--- config.mk ---
export PLATFORM = sky130hd
export DESIGN_NAME = cpu_sequencer
export DESIGN_NICKNAME = d
export VERILOG_FILES = /design/src/rtl/cpu_pkg.sv /design/src/rtl/instr_decode.sv /design/src/rtl/cpu_sequencer.sv
export SDC_FILE = /design/constraint.sdc
export NUM_CORES = 1
export LEC_CHECK = 0
export ABC_CLOCK_PERIOD_IN_PS = 7300
export BUFFER_PORTS_ARGS = -buffer_cell sky130_fd_sc_hd__buf_2
export CAP_MARGIN = 5
export CELL_PAD_IN_SITES_DETAIL_PLACEMENT = 1
export CELL_PAD_IN_SITES_GLOBAL_PLACEMENT = 1
export CORE_MARGIN = 2
export CORE_UTILIZATION = 30
export DETAILED_ROUTE_END_ITERATION = 10
export HOLD_SLACK_MARGIN = 0.08
export PLACE_DENSITY_LB_ADDON = 0.15
export SETUP_SLACK_MARGIN = 0.02
export SLEW_MARGIN = 40
export SYNTH_ARGS = -nofsm -noshare
export SYNTH_HDL_FRONTEND = slang
export SYNTH_SLANG_ARGS = --single-unit
--- constraint.sdc ---
create_clock -name clk -period 7.3 [get_ports clk]
set_input_delay 2.19 -clock clk [delete_from_list [all_inputs] [get_ports clk]]
set_output_delay 2.19 -clock clk [all_outputs]
set_load 0.005 [all_outputs]
--- src/rtl/cpu_pkg.sv ---
// Shared definitions for the multicycle CPU sequencer: opcodes, ALU codes,
// instruction field positions and FSM state encoding.
package cpu_pkg;

    localparam logic [31:0] PC_INC = 32'd1;

    localparam logic [3:0] ALU_ADD = 4'b1000;
    localparam logic [3:0] ALU_SUB = 4'b1001;
    localparam logic [3:0] ALU_DIV = 4'b1010;
    localparam logic [3:0] ALU_MUL = 4'b1011;

    localparam logic [2:0] OP_ADD   = 3'b000;
    localparam logic [2:0] OP_SUB   = 3'b001;
    localparam logic [2:0] OP_DIV   = 3'b010;
    localparam logic [2:0] OP_MUL   = 3'b011;
    localparam logic [2:0] OP_MCLR  = 3'b100;
    localparam logic [2:0] OP_HALT  = 3'b101;
    localparam logic [2:0] OP_LOAD  = 3'b110;
    localparam logic [2:0] OP_STORE = 3'b111;

    localparam int OPC_HI = 31;
    localparam int OPC_LO = 29;
    localparam int FA_HI  = 28;
    localparam int FA_LO  = 27;
    localparam int DST_HI = 26;
    localparam int DST_LO = 25;
    localparam int IMM_HI = 24;
    localparam int IMM_LO = 0;

    typedef enum logic [2:0] {
        ST_IDLE, ST_FETCH, ST_DECODE, ST_EXEC, ST_MEM, ST_WB, ST_HALT
    } state_t;

    typedef enum logic [2:0] {
        CL_ARITH, CL_MCLR, CL_HALT, CL_LOAD, CL_STORE
    } iclass_t;

    function automatic logic [31:0] zext_imm(input logic [31:0] ir);
        return {7'b0, ir[IMM_HI:IMM_LO]};
    endfunction

endpackage

--- src/rtl/instr_decode.sv ---
// Combinational opcode decoder: instruction class, ALU operation and the
// flags the sequencer uses to choose between the MEM and WB paths.
module instr_decode
    import cpu_pkg::*;
(
    input  logic [2:0] i_opcode,
    output logic [2:0] o_class,
    output logic [3:0] o_alu_op,
    output logic       o_uses_mem,
    output logic       o_writes_reg
);

    always_comb begin
        o_class      = CL_ARITH;
        o_alu_op     = 4'b0000;
        o_uses_mem   = 1'b0;
        o_writes_reg = 1'b0;
        case (i_opcode)
            OP_ADD:   begin o_alu_op = ALU_ADD; o_writes_reg = 1'b1; end
            OP_SUB:   begin o_alu_op = ALU_SUB; o_writes_reg = 1'b1; end
            OP_DIV:   begin o_alu_op = ALU_DIV; o_writes_reg = 1'b1; end
            OP_MUL:   begin o_alu_op = ALU_MUL; o_writes_reg = 1'b1; end
            OP_MCLR:  begin o_class = CL_MCLR; o_uses_mem = 1'b1; end
            OP_HALT:  o_class = CL_HALT;
            // Memory ops use the ALU adder to form R[FonteA] + Imm.
            OP_LOAD:  begin
                o_class = CL_LOAD; o_alu_op = ALU_ADD;
                o_uses_mem = 1'b1; o_writes_reg = 1'b1;
            end
            OP_STORE: begin
                o_class = CL_STORE; o_alu_op = ALU_ADD; o_uses_mem = 1'b1;
            end
            default:  o_class = CL_ARITH;
        endcase
    end

endmodule

--- src/rtl/cpu_sequencer.sv ---
// Multicycle control FSM: fetch, decode, execute, memory and write-back,
// owning every strobe sent to the memory, register bank and ALU.
module cpu_sequencer
    import cpu_pkg::*;
(
    input  logic        clk,
    input  logic        rst,
    input  logic        start,
    input  logic [31:0] instruction,
    input  logic [31:0] data_read,
    input  logic [31:0] data_src_1,
    input  logic [31:0] data_src_2,
    input  logic [31:0] alu_rd,
    output logic [31:0] pc,
    output logic [31:0] mem_addr,
    output logic [31:0] mem_wdata,
    output logic        op2_en,
    output logic        op2_rw,
    output logic        m_clear,
    output logic [1:0]  src_1,
    output logic [1:0]  src_2,
    output logic        opwrite,
    output logic [1:0]  reg_write,
    output logic [31:0] reg_data,
    output logic [31:0] alu_rs,
    output logic [31:0] alu_rt,
    output logic [3:0]  alu_op,
    output logic        halted,
    output logic        busy,
    output logic [2:0]  dbg_state
);

    state_t      r_state;
    state_t      w_next;
    logic [31:0] r_pc, r_ir, r_a, r_b, r_y, r_d;
    logic [2:0]  w_class;
    logic [3:0]  w_alu_op;
    logic        w_uses_mem, w_writes_reg;

    instr_decode u_decode (
        .i_opcode     (r_ir[OPC_HI:OPC_LO]),
        .o_class      (w_class),
        .o_alu_op     (w_alu_op),
        .o_uses_mem   (w_uses_mem),
        .o_writes_reg (w_writes_reg)
    );

    always_ff @(posedge clk or posedge rst) begin
        if (rst) begin
            r_state <= ST_IDLE;
            r_pc    <= 32'd0;
            r_ir    <= 32'd0;
            r_a     <= 32'd0;
            r_b     <= 32'd0;
            r_y     <= 32'd0;
            r_d     <= 32'd0;
        end else begin
            r_state <= w_next;
            case (r_state)
                ST_IDLE:   if (start) r_pc <= 32'd0;
                ST_FETCH:  r_ir <= instruction;
                ST_DECODE: begin
                    r_a <= data_src_1;
                    r_b <= data_src_2;
                end
                ST_EXEC:   r_y <= alu_rd;
                ST_MEM: begin
                    if (w_class == CL_LOAD) r_d <= data_read;
                    // LOAD advances pc in WB; STORE/MCLR finish here.
                    if (!w_writes_reg) r_pc <= r_pc + PC_INC;
                end
                ST_WB:     r_pc <= r_pc + PC_INC;
                default:   ;
            endcase
        end
    end

    always_comb begin
        w_next    = r_state;
        mem_addr  = 32'd0;
        mem_wdata = 32'd0;
        op2_en    = 1'b0;
        op2_rw    = 1'b0;
        m_clear   = 1'b0;
        src_1     = 2'd0;
        src_2     = 2'd0;
        opwrite   = 1'b0;
        reg_write = 2'd0;
        reg_data  = 32'd0;
        alu_rs    = 32'd0;
        alu_rt    = 32'd0;
        alu_op    = 4'd0;
        case (r_state)
            ST_IDLE:   if (start) w_next = ST_FETCH;
            ST_FETCH:  w_next = ST_DECODE;
            ST_DECODE: begin
                src_1  = r_ir[FA_HI:FA_LO];
                src_2  = r_ir[DST_HI:DST_LO];
                w_next = (w_class == CL_HALT) ? ST_HALT : ST_EXEC;
            end
            ST_EXEC: begin
                alu_rs = r_a;
                alu_rt = zext_imm(r_ir);
                alu_op = w_alu_op;
                w_next = w_uses_mem ? ST_MEM : ST_WB;
            end
            ST_MEM: begin
                w_next = ST_FETCH;
                case (w_class)
                    CL_LOAD: begin
                        op2_en   = 1'b1;
                        mem_addr = r_y;
                        w_next   = ST_WB;
                    end
                    CL_STORE: begin
                        op2_en    = 1'b1;
                        op2_rw    = 1'b1;
                        mem_addr  = r_y;
                        mem_wdata = r_b;
                    end
                    CL_MCLR: m_clear = 1'b1;
                    default: ;
                endcase
            end
            ST_WB: begin
                opwrite   = 1'b1;
                reg_write = r_ir[DST_HI:DST_LO];
                reg_data  = (w_class == CL_LOAD) ? r_d : r_y;
                w_next    = ST_FETCH;
            end
            ST_HALT:   w_next = ST_HALT;
            default:   w_next = ST_IDLE;
        endcase
    end

    assign pc        = r_pc;
    assign halted    = (r_state == ST_HALT);
    assign busy      = (r_state != ST_IDLE) && (r_state != ST_HALT);
    assign dbg_state = r_state;

endmodule

==> run metrics <==
die footprint=between 30000 and 40000 um2; CP required=roughly 5 ns; final setup violation count=0; Synth Flop Type=dfrtp_1; LEAKAGE=approximately 6.4 nW; crit path buf inv count=2; crit path cell chain=or3b_1, nor2_4, buf_4, and2_1, buf_2; Port Buffers=between 300 and 400; largest net degree at the start of global routing=125; row count=64; Clock Sinks=~200; crit start category=register; chip height=180 um; Pwr Total=about 4.5 mW; area grow syn2layout=31.3%; Max-cap violations=0; Worst VDD drop=approximately 0.00022 V; part of the cycle the worst path needs=~70%; most frequent cells in the layout=buf_2, dfrtp_1, mux2_2; fin crit period=about 5.1 ns; worst hold path type=register to register; Inserted Clock Buffers=17; setup tns final=0 ns; Congestion Overflow GR=0; status=completed; CTS tree=built; share of cells above drive strength 1=between 40% and 50%; syn avg cell area=11.1 um2; Post-CTS Setup Bufs=0; max incr delay on CP=0.64 ns; commonest non-fill, non-tap cell in the layout=buf_2; DRT Pass-1 Iters=5; Critical-path top delay cell=dfrtp_1; clock root buffer=clkbuf_16; drc violations=0; WL/cell=roughly 20 um; Mapped Area=about 9300 um2; final hold vios=0; vias per inst=just under 5; crit path max fanout=34; post-route ant nets=0; first-pass GRT wire length=about 50000 um; number of synthesized flops with an enable pin=0; sequential-to-total area share from yosys stat=52.5%; CTS H-tree depth=4; Synth Warn #=0; Slew @ Worst Pin=about 0.80 ns; worst setup path category=register to output port; Final Skew=approximately 0.011 ns; CP top delay family=simple AND/OR/NAND/NOR gates; fin nets=1342; Top-Level Pins=between 300 and 400; Clk pin slew, worst setup/hold paths=~0.070 ns; CTS max path bufs=2; initial antenna violation count=11; FF+latch count, synth=195; Cell Pwr Density=368 nW/um2; Hold Buf Count CTS=0; Fillers=roughly 3500; Die X-Extent=between 150 and 200 um; Resize count post-CTS=0; routed wire length=31200 um; kind of end point of the critical path=output port; initial core utilization=a little under a third; clock latency on the worst-skew pair=0.46 ns; Post-synth ARST share=100%; number of library cell types mapped by synthesis=between 40 and 50; RSZ-0062 raised after global routing=false; DP Wirelength=around 22000 um; CP arrival=around 2.9 ns; vias in the first global route=8245; max-slew violations=0; Initial DRC Count=approximately 320; core area=between 30000 and 40000 um2; Slew headroom=between 40% and 50%; maximum clock frequency=0.198 GHz; Overall Global Routing Usage=about a fifth; routability cong.=between 0.7 and 0.8; via count=around 8000; Cells after Synth=approximately 840
-- per-stage QoR --
step	setup slack (ns)	utilization, %	std cells	cell area [um2]	hold WS (ns)
after floorplan	2.59	-	842	9330	0.472
after global placement	2.79	37.6	1553	11500	0.481
after detailed placement	2.67	37.8	1555	11600	0.489
after CTS	2.17	39.9	1587	12200	0.506
after global routing	2.00	39.9	1591	12200	0.519
final	2.24	39.9	1593	12200	0.503
-- flip-flops by register name (all words and copies together), names as in the netlist --
signal	cells
r_d	32
dbg_state	3
pc	32
r_y	32
r_b	32
r_ir	32
r_a	32
-- synthesized netlist by cell type (5+ instances only) --
cell | n | area, um2
clkbuf_1 | 35 | 131
and2_1 | 35 | 219
o21a_1 | 5 | 37.5
a21oi_1 | 45 | 225
and3_1 | 102 | 638
mux2_2 | 159 | 1790
nor3_1 | 6 | 30.0
nor2_1 | 19 | 71.3
nand3_1 | 16 | 80.1
dfrtp_1 | 195 | 4880
o31ai_1 | 6 | 45.0
nand2_1 | 94 | 353
o21ai_0 | 15 | 75.1
buf_2 | 18 | 90.1
inv_1 | 7 | 26.3
buf_4 | 10 | 75.1
xor2_1 | 9 | 78.8
nand4_1 | 10 | 62.6
or3_1 | 7 | 43.8
-- path summary, 6_finish.rpt --
path / from / to / slack [ns] / cells past startpoint
max reg2reg: r_ir[29] / pc[28] / 4.41 / 6
max in group asynchronous: rst / dbg_state[0] / 4.70 / 3
max: dbg_state[2] / mem_addr[9] / 2.24 / 5
min: r_ir[13] / r_ir[13] / 0.50 / 1
min reg2reg: r_ir[13] / r_ir[13] / 0.50 / 1
min in group asynchronous: rst / r_b[2] / 1.89 / 3
-- cells by family (layout without fill, tap and decap cells) --
logic type | after synthesis | count (layout) | synth area share [%]
other | 1 | 14 | 0.0403
AOI/OAI and AO/OA | 79 | 79 | 4.75
buffers and inverters | 73 | 422 | 3.59
adders and majority gates | 1 | 1 | 0.135
and+or+nand+nor | 314 | 314 | 18.5
DFF | 195 | 195 | 52.5
xor gates and xnor gates | 11 | 11 | 1.04
muxes | 161 | 161 | 19.5
-- cell type report --
class | count | area (um2) | share of cell area [%]
antenna | 6 | 15.0 | 0.123
sequential | 195 | 4880 | 40.0
tap | 396 | 495 | 4.06
inverter | 8 | 33.8 | 0.277
clock buffer | 18 | 429 | 3.52
timing repair buffer | 382 | 2000 | 16.4
multi-input combinational | 574 | 4150 | 34.0
clock inverter | 14 | 201 | 1.65
-- report_power, final --
| group | leakage, nW | switching (mW) | total (mW) | internal, mW |
|---|---|---|---|---|
| Sequential | 2.35 | 0.304 | 1.86 | 1.55 |
| Combinational | 3.73 | 0.778 | 1.59 | 0.817 |
| Clock | 0.296 | 0.465 | 1.05 | 0.580 |
| Total | 6.37 | 1.55 | 4.50 | 2.95 |
-- routing by layer --
metal  vias up  track usage [%]  wire length [um]  part of all wire (%)
li1       3603                -                 -                     -
met1      3894             23.7             13200                    42
met2       232             32.0             15100                    48
met3        36             7.36              2380                   7.6
met4        10             5.58               534                   1.7
met5         -                0                80                  0.26
(Power assumes the default switching activity.)
